**config.mk**
```make
export PLATFORM = sky130hd
export DESIGN_NAME = bytecode_fetch
export DESIGN_NICKNAME = d
export VERILOG_FILES = /design/src/rtl/bytecode_fetch_pkg.sv /design/src/rtl/bytecode_fetch_fifo.sv /design/src/rtl/bytecode_fetch.sv
export SDC_FILE = /design/constraint.sdc
export NUM_CORES = 1
export LEC_CHECK = 0
export ABC_AREA = 1
export CELL_PAD_IN_SITES_DETAIL_PLACEMENT = 1
export CELL_PAD_IN_SITES_GLOBAL_PLACEMENT = 1
export CORE_MARGIN = 5
export CORE_UTILIZATION = 38
export DETAILED_ROUTE_END_ITERATION = 12
export PLACE_DENSITY_LB_ADDON = 0.1
export SLEW_MARGIN = 20
export SYNTH_ARGS = -nofsm -noshare
export SYNTH_HDL_FRONTEND = slang
export SYNTH_SLANG_ARGS = --single-unit
```
**constraint.sdc**
```tcl
create_clock -name clk -period 1.6 [get_ports clk]
set_clock_uncertainty 0.05 [all_clocks]
set_input_delay 0.16 -clock clk [delete_from_list [all_inputs] [get_ports clk]]
set_output_delay 0.16 -clock clk [all_outputs]
set_load 0.02 [all_outputs]
```
**src/rtl/bytecode_fetch_pkg.sv**
```systemverilog
// +--------------------------------------------------------------------+
// | bytecode_fetch_pkg : shared types and constants for bytecode fetch |
// | Revision: 1.0                                                      |
// +--------------------------------------------------------------------+
`default_nettype none

package bytecode_fetch_pkg;

  typedef enum logic [0:0] {
    FETCH_IDLE = 1'b0,
    FETCH_WAIT = 1'b1
  } fetch_state_t;

  localparam int c_reset_pc   = 0;
  localparam int c_byte_width = 8;

endpackage

`default_nettype wire

```
**src/rtl/bytecode_fetch_fifo.sv**
```systemverilog
// +--------------------------------------------------------------------+
// | bytecode_fetch_fifo : prefetch buffer of {byte, address} entries   |
// | Revision: 1.0                                                      |
// +--------------------------------------------------------------------+
`default_nettype none

module bytecode_fetch_fifo #(
  parameter int DATA_WIDTH = 16,
  parameter int DEPTH      = 4,
  parameter int PTR_WIDTH  = 2
) (
  input  logic                  clk,
  input  logic                  reset,
  input  logic                  flush,
  input  logic                  push,
  input  logic [DATA_WIDTH-1:0] push_data,
  input  logic                  pop,
  output logic [DATA_WIDTH-1:0] pop_data,
  output logic [PTR_WIDTH:0]    count,
  output logic                  empty,
  output logic                  full
);

  logic [DATA_WIDTH-1:0] r_mem [DEPTH];
  logic [PTR_WIDTH-1:0]  r_rd_ptr;
  logic [PTR_WIDTH-1:0]  r_wr_ptr;
  logic [PTR_WIDTH:0]    r_count;
  logic                  w_push;
  logic                  w_pop;

  assign empty    = (r_count == '0);
  assign full     = (r_count == (PTR_WIDTH+1)'(DEPTH));
  assign count    = r_count;
  assign pop_data = r_mem[r_rd_ptr];

  // A pop frees the slot a simultaneous push needs, so full only blocks a lone push.
  assign w_push = push & ~flush & (~full | pop);
  assign w_pop  = pop & ~flush & ~empty;

  always_ff @(posedge clk or negedge reset) begin
    if (!reset) begin
      r_rd_ptr <= '0;
      r_wr_ptr <= '0;
      r_count  <= '0;
    end else if (flush) begin
      r_rd_ptr <= '0;
      r_wr_ptr <= '0;
      r_count  <= '0;
    end else begin
      if (w_push) r_wr_ptr <= r_wr_ptr + 1'b1;
      if (w_pop)  r_rd_ptr <= r_rd_ptr + 1'b1;
      if (w_push && !w_pop)      r_count <= r_count + 1'b1;
      else if (w_pop && !w_push) r_count <= r_count - 1'b1;
    end
  end

  always_ff @(posedge clk) begin
    if (w_push) r_mem[r_wr_ptr] <= push_data;
  end

endmodule

`default_nettype wire

```
**src/rtl/bytecode_fetch.sv**
```systemverilog
// +--------------------------------------------------------------------+
// | bytecode_fetch : sequential byte fetcher with prefetch and redirect|
// | Optional counters: define BYTECODE_FETCH_PERF_EN                   |
// | Revision: 1.0                                                      |
// +--------------------------------------------------------------------+
`default_nettype none

module bytecode_fetch
  import bytecode_fetch_pkg::*;
#(
  parameter int ADDRESS_WIDTH = 8,
  parameter int DEPTH         = 4,
  parameter int PTR_WIDTH     = 2
) (
  input  logic                     clk,
  input  logic                     reset,
  output logic                     mem_start,
  output logic [ADDRESS_WIDTH-1:0] mem_address,
  input  logic                     mem_ready,
  input  logic [7:0]               mem_data,
  input  logic                     redirect,
  input  logic [ADDRESS_WIDTH-1:0] redirect_pc,
  output logic                     out_valid,
  input  logic                     out_ready,
  output logic [7:0]               out_data,
  output logic [ADDRESS_WIDTH-1:0] out_pc,
  output logic [ADDRESS_WIDTH-1:0] fetch_pc
`ifdef BYTECODE_FETCH_PERF_EN
  ,
  output logic [15:0]              perf_fetched,
  output logic [15:0]              perf_stall,
  output logic [7:0]               perf_discard
`endif
);

  localparam int c_entry_width = c_byte_width + ADDRESS_WIDTH;

  fetch_state_t             r_state;
  fetch_state_t             w_next_state;
  logic [ADDRESS_WIDTH-1:0] r_fetch_pc;
  logic [ADDRESS_WIDTH-1:0] r_req_pc;
  logic                     r_discard;
  logic                     w_issue;
  logic                     w_resp;
  logic                     w_push;
  logic                     w_pop;
  logic [c_entry_width-1:0] w_head;
  logic [PTR_WIDTH:0]       w_count;
  logic                     w_empty;
  logic                     w_full;

  assign w_issue = (r_state == FETCH_IDLE) & mem_ready & ~redirect &
                   (w_count < (PTR_WIDTH+1)'(DEPTH));
  assign w_resp  = (r_state == FETCH_WAIT) & mem_ready;
  assign w_push  = w_resp & ~r_discard & ~redirect & ~w_full;
  assign w_pop   = ~w_empty & out_ready & ~redirect;

  // The responder idles with ready high, so qualify the strobe while reset is held.
  assign mem_start   = reset & w_issue;
  assign mem_address = r_fetch_pc;
  assign fetch_pc    = r_fetch_pc;

  assign out_valid = ~w_empty;
  assign out_data  = w_empty ? '0 : w_head[c_entry_width-1 -: c_byte_width];
  assign out_pc    = w_empty ? '0 : w_head[ADDRESS_WIDTH-1:0];

  bytecode_fetch_fifo #(
    .DATA_WIDTH (c_entry_width),
    .DEPTH      (DEPTH),
    .PTR_WIDTH  (PTR_WIDTH)
  ) u_fifo (
    .clk       (clk),
    .reset     (reset),
    .flush     (redirect),
    .push      (w_push),
    .push_data ({mem_data, r_req_pc}),
    .pop       (w_pop),
    .pop_data  (w_head),
    .count     (w_count),
    .empty     (w_empty),
    .full      (w_full)
  );

  always_ff @(posedge clk or negedge reset) begin
    if (!reset) r_state <= FETCH_IDLE;
    else        r_state <= w_next_state;
  end

  // Redirect never changes the state: a pending WAIT must still absorb its response.
  always_comb begin
    w_next_state = r_state;
    case (r_state)
      FETCH_IDLE: if (w_issue)   w_next_state = FETCH_WAIT;
      FETCH_WAIT: if (mem_ready) w_next_state = FETCH_IDLE;
      default:                   w_next_state = FETCH_IDLE;
    endcase
  end

  always_ff @(posedge clk or negedge reset) begin
    if (!reset) begin
      r_fetch_pc <= ADDRESS_WIDTH'(c_reset_pc);
      r_req_pc   <= ADDRESS_WIDTH'(c_reset_pc);
      r_discard  <= 1'b0;
    end else begin
      if (redirect)     r_fetch_pc <= redirect_pc;
      else if (w_issue) r_fetch_pc <= r_fetch_pc + 1'b1;
      if (w_issue) r_req_pc <= r_fetch_pc;
      if (r_state == FETCH_WAIT) begin
        if (mem_ready)     r_discard <= 1'b0;
        else if (redirect) r_discard <= 1'b1;
      end
    end
  end

`ifdef BYTECODE_FETCH_PERF_EN
  logic [15:0] r_perf_fetched;
  logic [15:0] r_perf_stall;
  logic [7:0]  r_perf_discard;
  logic        w_drop;

  assign w_drop       = w_resp & (r_discard | redirect);
  assign perf_fetched = r_perf_fetched;
  assign perf_stall   = r_perf_stall;
  assign perf_discard = r_perf_discard;

  always_ff @(posedge clk or negedge reset) begin
    if (!reset) begin
      r_perf_fetched <= '0;
      r_perf_stall   <= '0;
      r_perf_discard <= '0;
    end else begin
      if (w_push && r_perf_fetched != '1)              r_perf_fetched <= r_perf_fetched + 1'b1;
      if (out_ready && w_empty && r_perf_stall != '1)  r_perf_stall   <= r_perf_stall + 1'b1;
      if (w_drop && r_perf_discard != '1)              r_perf_discard <= r_perf_discard + 1'b1;
    end
  end
`endif

endmodule

`default_nettype wire

```
Yosys cells after proc, flatten, opt, wreduce, memory -nomap -nowiden
Memory sizes are Yosys's and may differ from the RTL's.
Index checks and enable logic that the tools add are counted.
{ "word_totals": {"reg_bits": 25, "ram_bits": 64, "memories": 1, "output_inout_bits": 34, "word_cells": 64, "in_bits": 21} }
{ "classes": {"reduce_logical": 11, "order_cmp": 1, "bitwise_logic": 20, "n_addsub": 5, "mux": 18, "eq_ne": 1} }
{ "mem_list": {"columns": ["memory", "depth", "word_bits", "rd", "rd_clocked_by_memory_dff", "write_ports", "line", "rtl"], "rows": [
  ["u_fifo.r_mem", 4, 16, 1, 0, 1, "bytecode_fetch_fifo.sv:24", "logic [DATA_WIDTH-1:0] r_mem [DEPTH];"]
]} }
{ "op_table": {"columns": ["op", "count"], "rows": [
  ["$mux 8", 4],
  ["$and 1x1->1", 14],
  ["$mux 3", 3],
  ["$add 8x1->8 const B", 1],
  ["$mux 2", 4],
  ["$reduce_bool 2->1", 4],
  ["$mux 1", 6],
  ["$not 1->1", 5],
  ["$add 2x1->2 const B", 2],
  ["$add 3x1->3 const B", 1],
  ["$eq 3x3->1 const B", 1],
  ["$logic_not 3->1", 1],
  ["$lt 3x3->1 const B", 1],
  ["$reduce_bool 3->1", 1],
  ["$sub 3x1->3 const B", 1],
  ["$logic_and 1x1->1", 2],
  ["$logic_not 1->1", 2],
  ["$pmux 1 s2", 1],
  ["$reduce_and 2->1", 1],
  ["$or 1x1->1", 1]
]} }

Longest topological paths before layout
Gate-level depths: netlist of the first run.
{ "logic_depth": {"ltp_word": 11, "depth_mapped": 12, "mapped_depth_nobuf": 12} }

Cells and area by module
A second synthesis of the first run with hierarchy kept.
{ "unflattened": {"cells_unflattened": 392, "hier_area_um2": 4073.9} }
{ "modules_own_cells": {"columns": ["module", "instances", "area_each_um2", "cells_per_inst"], "rows": [
  ["bytecode_fetch_fifo", 1, 2891.5, 222],
  ["bytecode_fetch", 1, 1182.4, 170]
]} }

Worst setup path before layout of the first run
OpenSTA, ideal clock, no wires.
{ "synth_timing": {"path_kind": "reg-to-reg", "startpoint": "reg r_discard", "endpoint": "mem u_fifo.r_mem[0][0], enable pin", "path_buffers": 0, "required_ns": 1.161, "setup_slack_ns": -0.218, "path_stages_with_launch": 6, "arrival_ns": 1.379, "cell_sequence": "dfrtp_1 > inv_1 > nand2_2 > nor2_4 > nand2_4 > nor2_1"} }
{ "synth_via": {"elab_chain_len": 8} }
{ "synth_lines": {"columns": ["element", "line", "rtl"], "rows": [
  ["start, declared", "bytecode_fetch.sv:42", "logic r_discard;"],
  ["start signal, assigned", "bytecode_fetch.sv:103", "r_discard <= 1'b0;"],
  ["start signal, assigned", "bytecode_fetch.sv:109", "if (mem_ready) r_discard <= 1'b0;"],
  ["start signal, assigned", "bytecode_fetch.sv:110", "else if (redirect) r_discard <= 1'b1;"],
  ["$not 1->1", "bytecode_fetch.sv:55", "assign w_push = w_resp & ~r_discard & ~redirect & ~w_full;"],
  ["$and 1x1->1 (3 in series)", "bytecode_fetch.sv:55", null],
  ["$and 1x1->1 (2 in series)", "bytecode_fetch_fifo.sv:37", "assign w_push = push & ~flush & (~full | pop);"],
  ["$mux 1", "bytecode_fetch_fifo.sv:58", "if (w_push) r_mem[r_wr_ptr] <= push_data;"],
  ["$mux 1 (implied by the code)", "bytecode_fetch_fifo.sv:58", null],
  ["end, declared", "bytecode_fetch_fifo.sv:24", null]
]} }
No other way between the ends.

Worst setup path in the final report of the first run
{ "layout_timing": {"startpoint": "reg u_fifo.r_rd_ptr[0]", "endpoint": "out out_pc[3]"} }
{ "layout_via": {"elab_chain_len": 2} }
{ "layout_lines": {"columns": ["element", "line", "rtl"], "rows": [
  ["start, declared", "bytecode_fetch_fifo.sv:25", "logic [PTR_WIDTH-1:0] r_rd_ptr;"],
  ["start signal, assigned", "bytecode_fetch_fifo.sv:51", "if (w_pop) r_rd_ptr <= r_rd_ptr + 1'b1;"],
  ["$mem_v2 4x16", null, null],
  ["$mux 8", "bytecode_fetch.sv:65", "assign out_pc = w_empty ? '0 : w_head[ADDRESS_WIDTH-1:0];"],
  ["end, declared", "bytecode_fetch.sv:26", "output logic [ADDRESS_WIDTH-1:0] out_pc,"]
]} }
No other way between the ends.

==> results of run 1 <==
==> cell type report <==
type                    count  area [um2]
clock buffers              14         163
clock inverters             2        37.5
fillers                  1144        5100
inverters                  28         115
multi-input cells         230        1170
flip-flops and latches     89        2550
well taps                 136         170
repair buffers             96         875
==> how the worst min path moves through the flow <==
| stage | startpoint | cells after the start | to | slack (ns) |
|---|---|---|---|---|
| final | reset | 2 | fetch_pc[1] | 0.18 |
| after global routing | reset | 2 | fetch_pc[1] | 0.20 |
| after CTS | reset | 2 | fetch_pc[1] | 0.18 |
| after detailed placement | r_req_pc[5] | 0 | u_fifo.r_mem[3][5] | 0.45 |
| after global placement | r_req_pc[4] | 0 | u_fifo.r_mem[3][4] | 0.45 |
| after floorplan | reset | 0 | fetch_pc[0] | -0.19 |
==> repair_timing <==
| action | CTS | global route |
|---|---|---|
| gates cloned | 1 | 0 |
| gates resized for setup | 128 | 17 |
| hold buffers | 0 | 0 |
| setup buffers | 1 | 0 |
| setup endpoints to repair | 45 | 66 |
| pin swaps | 6 | 6 |
==> worst max-delay path, delay by kind of cell (launching register included) <==
| kind | cells | cell delay, ns |
|---|---|---|
| AO/OA/AOI/OAI | 2 | 0.15 |
| buffers and inverters | 3 | 0.45 |
| flip-flops | 1 | 0.46 |
| AND/OR/NAND/NOR | 2 | 0.16 |
==> Yosys cell counts, drive strengths merged <==
library cell	number
a21oi	18
fa	1
nand4	1
nor3	1
clkbuf	5
o211ai	4
xor2	1
xnor2	2
o31ai	1
inv	28
dfrtp	25
edfxtp	64
o21ai	47
nand3	11
nor2	79
ha	5
nand2	58
o221ai	1
buf	17
==> cell families after synthesis <==
group / Yosys count
compound gates: 71
buf+inv: 50
xor+xnor: 3
flops: 89
simple gates: 150
fa+ha+maj: 6
==> routing by layer <==
metal | part of all wire, % | routed length (um) | vias to the layer above | GRT usage (%)
met5 | 0 | 0 | - | 0
met1 | 45 | 4170 | 1370 | 19.7
met3 | 3.0 | 278 | 11 | 3.48
li1 | - | - | 1397 | -
met4 | 1.4 | 129 | 0 | 5.35
met2 | 51 | 4750 | 54 | 27.5
==> placed cells by master, fill, tap and decap left out, types with 5 or more instances in the layout <==
master / n
a21oi_1: 15
buf_2: 6
buf_4: 38
buf_6: 11
clkbuf_8: 11
clkdlybuf4s50_1: 20
dfrtp_1: 23
dlygate4sd2_1: 16
edfxtp_1: 64
ha_1: 5
inv_1: 23
nand2_1: 50
nand2_2: 7
nand3_1: 9
nor2_1: 66
nor2_2: 10
o21ai_0: 36
o21ai_1: 11
==> registers in the layout, indices dropped and copies added (netlist names) <==
name / count
u_fifo.count: 3
u_fifo.r_rd_ptr: 2
r_req_pc: 8
r_discard: 1
u_fifo.r_mem: 64
fetch_pc: 8
u_fifo.r_wr_ptr: 2
r_state: 1
==> metrics by stage <==
stage | setup WS [ns] | total power, W | setup TNS (ns) | cell area, um2
5_1_grt | -0.295 | 0.00783 | -4.67 | 5080
3_5_place_dp | -0.449 | 0.00590 | -27.01 | 4820
4_1_cts | -0.218 | 0.00742 | -3.26 | 5040
6_report | -0.185 | 0.00737 | -2.43 | 5080
2_1_floorplan | -0.218 | 0.00452 | -14.06 | 3920
3_3_place_gp | -0.367 | 0.00582 | -23.79 | 4820
==> power by group <==
| part | internal [W] | switching (W) | total (W) |
|---|---|---|---|
| combinational | 0.00117 | 0.00160 | 0.00278 |
| sequential | 0.00279 | 0.000242 | 0.00303 |
| clock | 0.000810 | 0.000748 | 0.00156 |
==> impl_metrics.json, run 1 <==
{
  "critPathCapture": "out_pc[3]",
  "period_share_pct": 112,
  "synth-seq-cells": 89,
  "fmax_mhz": 560,
  "violations": "negative setup slack",
  "antenna_found_initial": 0,
  "cp.arrival_ns": 1.58,
  "core_um2": 10200,
  "syn_avg_cell_area_um2": 10.6,
  "p_leak_nw": 2.06,
  "synth_compound_area_share_pct": 9.70,
  "reg2regPathDepth": 11,
  "dp_cells": 577,
  "dieWidth_um": 111,
  "drcViolationCount": 0,
  "num-nets-final": 481,
  "slew_viol_final": 0,
  "grt_start_max_net_pins": 26,
  "synth_top_family_by_area": "simple AND/OR/NAND/NOR gates",
  "cts_inserted_buffers": 9,
  "yosys.area.top_type": "edfxtp_1",
  "clock-root-buffer": "clkbuf_8",
  "synth_xor_area_share_pct": 0.672,
  "grt_pass1_vias": 3162,
  "cts_sinks": 89,
  "synth_mux_area_share_pct": 0,
  "hold_class": "primary input to async pin",
  "irDropWorstVdd_v": 0.000582,
  "critPathLaunchType": "flip-flop",
  "start_util_pct": 38.4,
  "maxCapViolations": 0,
  "cp.required_ns": 1.39,
  "io_pins": 55,
  "firstDrtPassIters": 6,
  "postLayoutSetupSlackWorst_ns": -0.185,
  "place.gp.congestion": 0.751,
  "whs_ns": 0.179,
  "via_count": 2832,
  "totalWireLength_um": 9320,
  "worstSetupEndpointType": "output port",
  "yosys.area_share.simple_pct": 16.1,
  "synth_seq_area_share_pct": 65.2,
  "vias_per_cell": 4.76,
  "finalHoldViolations": 0,
  "drt_iter0_drc": 101,
  "setup.worst_path.class": "flip-flop to output port",
  "crit_path_top_delay_cell": "dfrtp_2",
  "setup_viol": 18,
  "synth-adder-area-share_pct": 2.11,
  "fin_util_pct": 49.9,
  "slew_headroom_pct": 78.1,
  "dp_hpwl_um": 6650,
  "area_growth_pct": 30.0,
  "rsz0062_at_grt": "true",
  "worst_path_largest_cell_delay_ns": 0.46,
  "rrSetupSlack_ns": -0.09,
  "r2r-end": "u_fifo.count[2]",
  "crit_start": "u_fifo.r_rd_ptr[0]",
  "path_max_fanout": 6,
  "r2r_start": "u_fifo.count[1]",
  "port_buffers": 54,
  "clk_pin_slew_worst_paths_ns": 0.08,
  "diodes": 0,
  "routedWlPerCell_um": 15.7,
  "drive_gt1_share_pct": 23.5,
  "power_density_nw_per_um2": 1450,
  "syn_area_um2": 3910,
  "clk_path_buf_depth": 2,
  "ys.warnings.count": 0,
  "min_period_ns": 1.79,
  "ant_nets": 0,
  "crit_chain": "buf_6 > buf_12 > nor2_1 > nor2_1 > o21ai_1 > a21oi_1 > buf_4",
  "grt_overflow_total": 0,
  "synthDistinctLibCells": 30,
  "clk_latency_ns": 0.36,
  "grt_first_pass_wirelength_um": 15700,
  "worstMarginPinSlew_ns": 0.329,
  "synth_nets": 396,
  "die_area_um2": 12400,
  "status": "finished, violations left",
  "netlist.area_leader.share_pct": 49.2,
  "cts_tree": "done",
  "synthCells": 369,
  "track_usage_pct": 15.9,
  "std_cell_rows": 37,
  "finalNonFillerCells": 595,
  "cpMostUsedCell": "nor2_1",
  "cts_max_level": 3,
  "synthTopCellsByArea": "edfxtp_1 49%, dfrtp_1 16%, nor2_1 7.3%, o21ai_0 5.8%, nand2_1 4.8%",
  "die_height_um": 111
}
Power figures use the tool's default switching activity.
==> run 2: changes to the inputs <==
CORE_MARGIN = default   (was 5)
==> run 2 against run 1 <==
Effect of this change:
- critical path depth fell by 1
- largest cell class unchanged
- first-iteration DRC count fell by 40%
- total power grew 5.3%
- highest routed layer unchanged
- the run still ends with negative setup slack left
- cell count down 0.34%
- flip-flop and latch count unchanged
- critical path type unchanged
- via count increased by 0.53%
- largest power group unchanged
- register-to-register slack got worse by 0.09 ns
- non-clock buffer count is 1 higher
==> impl_metrics.json, run 2 (synthesis gave the netlist of run 1 again) <==
{
  "violations": "negative setup slack",
  "dp_cells": 573,
  "pwr-share-seq_pct": 39.2,
  "vias_per_cell": 4.80,
  "port_buffers": 54,
  "grt_overflow_total": 0,
  "drcViolationCount": 0,
  "regMostFlops": "u_fifo.r_mem",
  "setup.worst_path.class": "flip-flop to output port",
  "grt_first_pass_wirelength_um": 15000,
  "ant_nets": 0,
  "maxCapViolations": 0,
  "switchingPower_w": 0.00278,
  "irDropWorstVdd_v": 0.000608,
  "finalNonFillerCells": 593,
  "track_usage_pct": 19.3,
  "slew_viol_final": 0,
  "cts_tree": "done",
  "path_max_fanout": 12,
  "status": "finished, violations left",
  "clk_path_buf_depth": 2,
  "diodes": 0,
  "fin_util_pct": 53.2,
  "min_period_ns": 1.83,
  "drive_gt1_share_pct": 27.4,
  "p_leak_nw": 2.11,
  "io_pins": 55,
  "drt_iter0_drc": 61,
  "place.gp.congestion": 0.768,
  "grt_pass1_vias": 3026,
  "die_area_um2": 10700,
  "intPower_w": 0.00497,
  "clock-root-buffer": "clkbuf_8",
  "area_growth_pct": 34.1,
  "layout_commonest_cell": "edfxtp_1",
  "rsz0062_at_grt": "true",
  "setup_viol": 18,
  "clk_pin_slew_worst_paths_ns": 0.09,
  "power_density_nw_per_um2": 1480,
  "slew_headroom_pct": 76.9,
  "cts_inserted_buffers": 9,
  "postLayoutSetupSlackWorst_ns": -0.227,
  "start_util_pct": 39.6,
  "finalHoldViolations": 0,
  "clkPwrFrac_pct": 22.3,
  "cp.required_ns": 1.39,
  "worstSetupEndpointType": "output port",
  "grt_start_max_net_pins": 26,
  "firstDrtPassIters": 4,
  "cp.arrival_ns": 1.62,
  "fmax_mhz": 547,
  "cts_sinks": 89,
  "via_count": 2847,
  "dieWidth_um": 103,
  "fillers": 1077,
  "sw_frac_of_total_pct": 35.9,
  "std_cell_rows": 36,
  "hold_class": "primary input to async pin",
  "p_comb_share_pct": 38.6,
  "critPathLaunchType": "flip-flop",
  "dp_hpwl_um": 6570,
  "period_share_pct": 114,
  "num-nets-final": 482,
  "whs_ns": 0.192,
  "worstMarginPinSlew_ns": 0.347,
  "routedWlPerCell_um": 15.9,
  "core_um2": 9860,
  "finalSetupTns_ns": -2.54,
  "totalWireLength_um": 9430,
  "fin_total_pwr_w": 0.00776,
  "clk_latency_ns": 0.36,
  "cts_max_level": 3,
  "layout_common_cells": "64 x edfxtp_1, 57 x nor2_1, 50 x nand2_1",
  "antenna_found_initial": 0,
  "largest_reg_flops": 64,
  "die_height_um": 103
}
run 2: power by group through the flow:
stage	logic, W	registers (W)	clock network (W)
after floorplan	0.00149	0.00304	0
after global placement	0.00277	0.00306	0
after detailed placement	0.00284	0.00307	0
after CTS	0.00290	0.00303	0.00179
after global routing	0.00327	0.00307	0.00188
final	0.00299	0.00304	0.00173
run 2: stage by stage:
| stage | instance area [um2] | setup WS (ns) |
|---|---|---|
| floorplan | 3920 | -0.218 |
| global placement | 4810 | -0.362 |
| detailed placement | 4810 | -0.459 |
| CTS | 5120 | -0.198 |
| global route | 5250 | -0.333 |
| finish | 5250 | -0.227 |
run 2: final timing paths:
path                                    start            endpoint  slack [ns]  cells after the start
max                        u_fifo.r_rd_ptr[0]           out_pc[6]       -0.23                      6
min                                     reset         fetch_pc[4]        0.19                      2
max reg2reg                   u_fifo.count[0]     u_fifo.count[2]       -0.18                     12
min reg2reg                       r_req_pc[5]  u_fifo.r_mem[0][5]        0.48                      0
max in group asynchronous               reset  u_fifo.r_rd_ptr[0]        1.02                      2
min in group clk               redirect_pc[0]         fetch_pc[0]        0.29                      3
run 2: repair_timing:
action / in CTS / in global routing
gates cloned: 1 / 0
setup endpoints to repair: 75 / 66
resized for setup: 145 / 46
pin swaps: 8 / 13
setup buffers: 3 / 1
hold buffers: 0 / 0
run 2: cell type report:
type / instances / area [um2] / area share (%)
clock buffers: 11 / 163 / 3.10
clock inverters: 5 / 67.6 / 1.29
inverters: 28 / 110 / 2.10
multi-input cells: 230 / 1270 / 24.2
flip-flops and latches: 89 / 2550 / 48.6
well taps: 133 / 166 / 3.17
repair buffers: 97 / 922 / 17.6
run 2: routing by layer:
metal / global-route usage, % / vias up / part of all wire, %
met5: 0 / - / 0
met4: 6.93 / 0 / 1.8
met3: 3.43 / 14 / 3.1
met2: 35.3 / 55 / 54
met1: 22.8 / 1374 / 42
li1: - / 1404 / -
run 2: worst max-delay path, stage by stage, from the launching register on:
cell and delay [ns]:
dfrtp_2 0.47, buf_8 0.17, nor2_1 0.05, nor2_1 0.10, o21ai_0 0.14, a21oi_2 0.18
buf_4 0.16
==> run 3: changes to the inputs <==
CORE_UTILIZATION = 44   (was 38)
DONT_BUFFER_PORTS = 1   (was default)
RECOVER_POWER = 25   (was default)
==> run 3 against run 2 <==
Effect of this change:
- the flow still finishes with violations (negative setup slack)
- non-clock buffer count down 9
- global-route usage grew 1.7 points
- combinational power increased by 4%
- count of clock-buffer cells in the layout did not move
- via count fell by 0.70%
- clock power down 18%
- worst hold slack got worse by 0.12 ns
==> impl_metrics.json, run 3 (synthesis gave the netlist of run 1 again) <==
{
  "status": "finished, violations left",
  "violations": "negative setup slack",
  "slew_headroom_pct": 55.7,
  "area_growth_pct": 30.5,
  "clk_latency_ns": 0.34,
  "vias_per_cell": 5.06,
  "maxCapViolations": 0,
  "ant_nets": 0,
  "path_buf_inv": 3,
  "cts_inserted_buffers": 9,
  "fmax_mhz": 547,
  "layout_commonest_cell": "edfxtp_1",
  "cp.arrival_ns": 1.62,
  "placed_area_um2": 4320,
  "cts_tree": "done",
  "num-nets-final": 473,
  "totalWireLength_um": 9170,
  "grt_first_pass_wirelength_um": 14100,
  "cp.required_ns": 1.39,
  "layout_common_cells": "64 x edfxtp_1, 55 x nor2_1, 50 x nand2_1",
  "hold_class": "primary input to flip-flop",
  "p_leak_nw": 2.03,
  "power_density_nw_per_um2": 1480,
  "dp_hpwl_um": 5740,
  "worstSetupEndpointType": "output port",
  "firstDrtPassIters": 6,
  "path_max_fanout": 7,
  "start_util_pct": 45.1,
  "regMostFlops": "u_fifo.r_mem",
  "diodes": 0,
  "postLayoutSetupSlackWorst_ns": -0.229,
  "clock-root-buffer": "clkbuf_8",
  "finalHoldViolations": 0,
  "critPathLaunchType": "flip-flop",
  "setup_viol": 18,
  "grt_pass1_vias": 2848,
  "cts_sinks": 89,
  "die_area_um2": 9270,
  "min_period_ns": 1.83,
  "slew_viol_final": 0,
  "worst_path_largest_cell_delay_ns": 0.39,
  "dieWidth_um": 96.3,
  "rsz0062_at_grt": "true",
  "grt_start_max_net_pins": 26,
  "antenna_found_initial": 0,
  "via_count": 2827,
  "largest_reg_flops": 64,
  "io_pins": 55,
  "cts_max_level": 3,
  "post-place-ws_ns": -0.150,
  "irDropWorstVdd_v": 0.000712,
  "crit_family": "buffers and inverters",
  "die_height_um": 96.3,
  "clk_pin_slew_worst_paths_ns": 0.09,
  "routedWlPerCell_um": 16.4,
  "drive_gt1_share_pct": 31.3,
  "crit_path_top_delay_cell": "dfrtp_1",
  "track_usage_pct": 21.1,
  "place.gp.congestion": 0.787,
  "crit_chain": "clkinvlp_4 > buf_6 > nor2_4 > o21ai_2 > a21oi_2 > buf_4",
  "port_buffers": 0,
  "grt_overflow_total": 0,
  "core_um2": 8680,
  "worstMarginPinSlew_ns": 0.665,
  "final_cell_area_um2": 5100,
  "setup.worst_path.class": "flip-flop to output port",
  "drt_iter0_drc": 106,
  "clk_path_buf_depth": 2,
  "std_cell_rows": 34,
  "period_share_pct": 114,
  "drcViolationCount": 0
}
[run 3: routing by layer]
metal	global-route usage [%]	routed length, um	share of wire (%)
met1	25.1	3870	42
met2	38.6	4970	54
met3	3.08	205	2.2
met4	7.21	127	1.4
met5	0	0	0
[run 3: repair_timing]
item | CTS | global route
resized for setup | 26 | 73
pin swaps | 3 | 29
hold buffers | 21 | 0
buffers inserted | 9 | 3
hold endpoints to repair | 73 | 0
endpoints found under the setup margin | 18 | 80
cloned | 2 | 0
[run 3: final timing paths]
| check | start | to | slack, ns | cells after the start |
|---|---|---|---|---|
| worst max-delay path | u_fifo.r_rd_ptr[1] | out_pc[7] | -0.23 | 6 |
| worst min-delay path | redirect | fetch_pc[0] | 0.07 | 4 |
| worst max register to register | u_fifo.count[0] | u_fifo.count[2] | -0.16 | 12 |
| worst min register to register | r_req_pc[4] | u_fifo.r_mem[1][4] | 0.48 | 0 |
| max in group asynchronous | reset | u_fifo.r_rd_ptr[0] | 0.68 | 2 |
| min in group asynchronous | reset | r_req_pc[4] | 0.35 | 2 |
[run 3: final cells by class]
type / count / area, um2
well taps: 108 / 135
fillers: 937 / 3580
clock buffers: 11 / 141
flip-flops and latches: 89 / 2550
repair buffers: 88 / 823
multi-input cells: 230 / 1300
clock inverters: 5 / 37.5
inverters: 28 / 119
[run 3: metrics by stage]
| stage | hold slack, ns | total power, W | util (%) | instances | TNS, ns |
|---|---|---|---|---|---|
| 3_3_place_gp | -0.185 | 0.00541 | 49.8 | 508 | -0.0930 |
| 6_report | 0.0718 | 0.00754 | 58.8 | 559 | -3.44 |
| 3_5_place_dp | -0.185 | 0.00550 | 49.8 | 508 | -0.178 |
| 5_1_grt | 0.0842 | 0.00799 | 58.8 | 559 | -5.86 |
| 4_1_cts | 0.0521 | 0.00737 | 56.4 | 556 | -3.59 |
| 2_1_floorplan | -0.186 | 0.00452 | - | 369 | -14.06 |
[run 3: tightest hold or removal path, stage by stage]
cell and delay (ns):
inv_4 0.02, buf_4 0.13, nand2_1 0.07, o21ai_1 0.05
[run 3: where the power goes]
part	leakage, nW	internal, W	total, W	switching (W)
registers	0.893	0.00279	0.00302	0.000227
clock network	0.0942	0.000618	0.00141	0.000796
logic	1.05	0.00134	0.00311	0.00178
total	2.03	0.00474	0.00754	0.00280
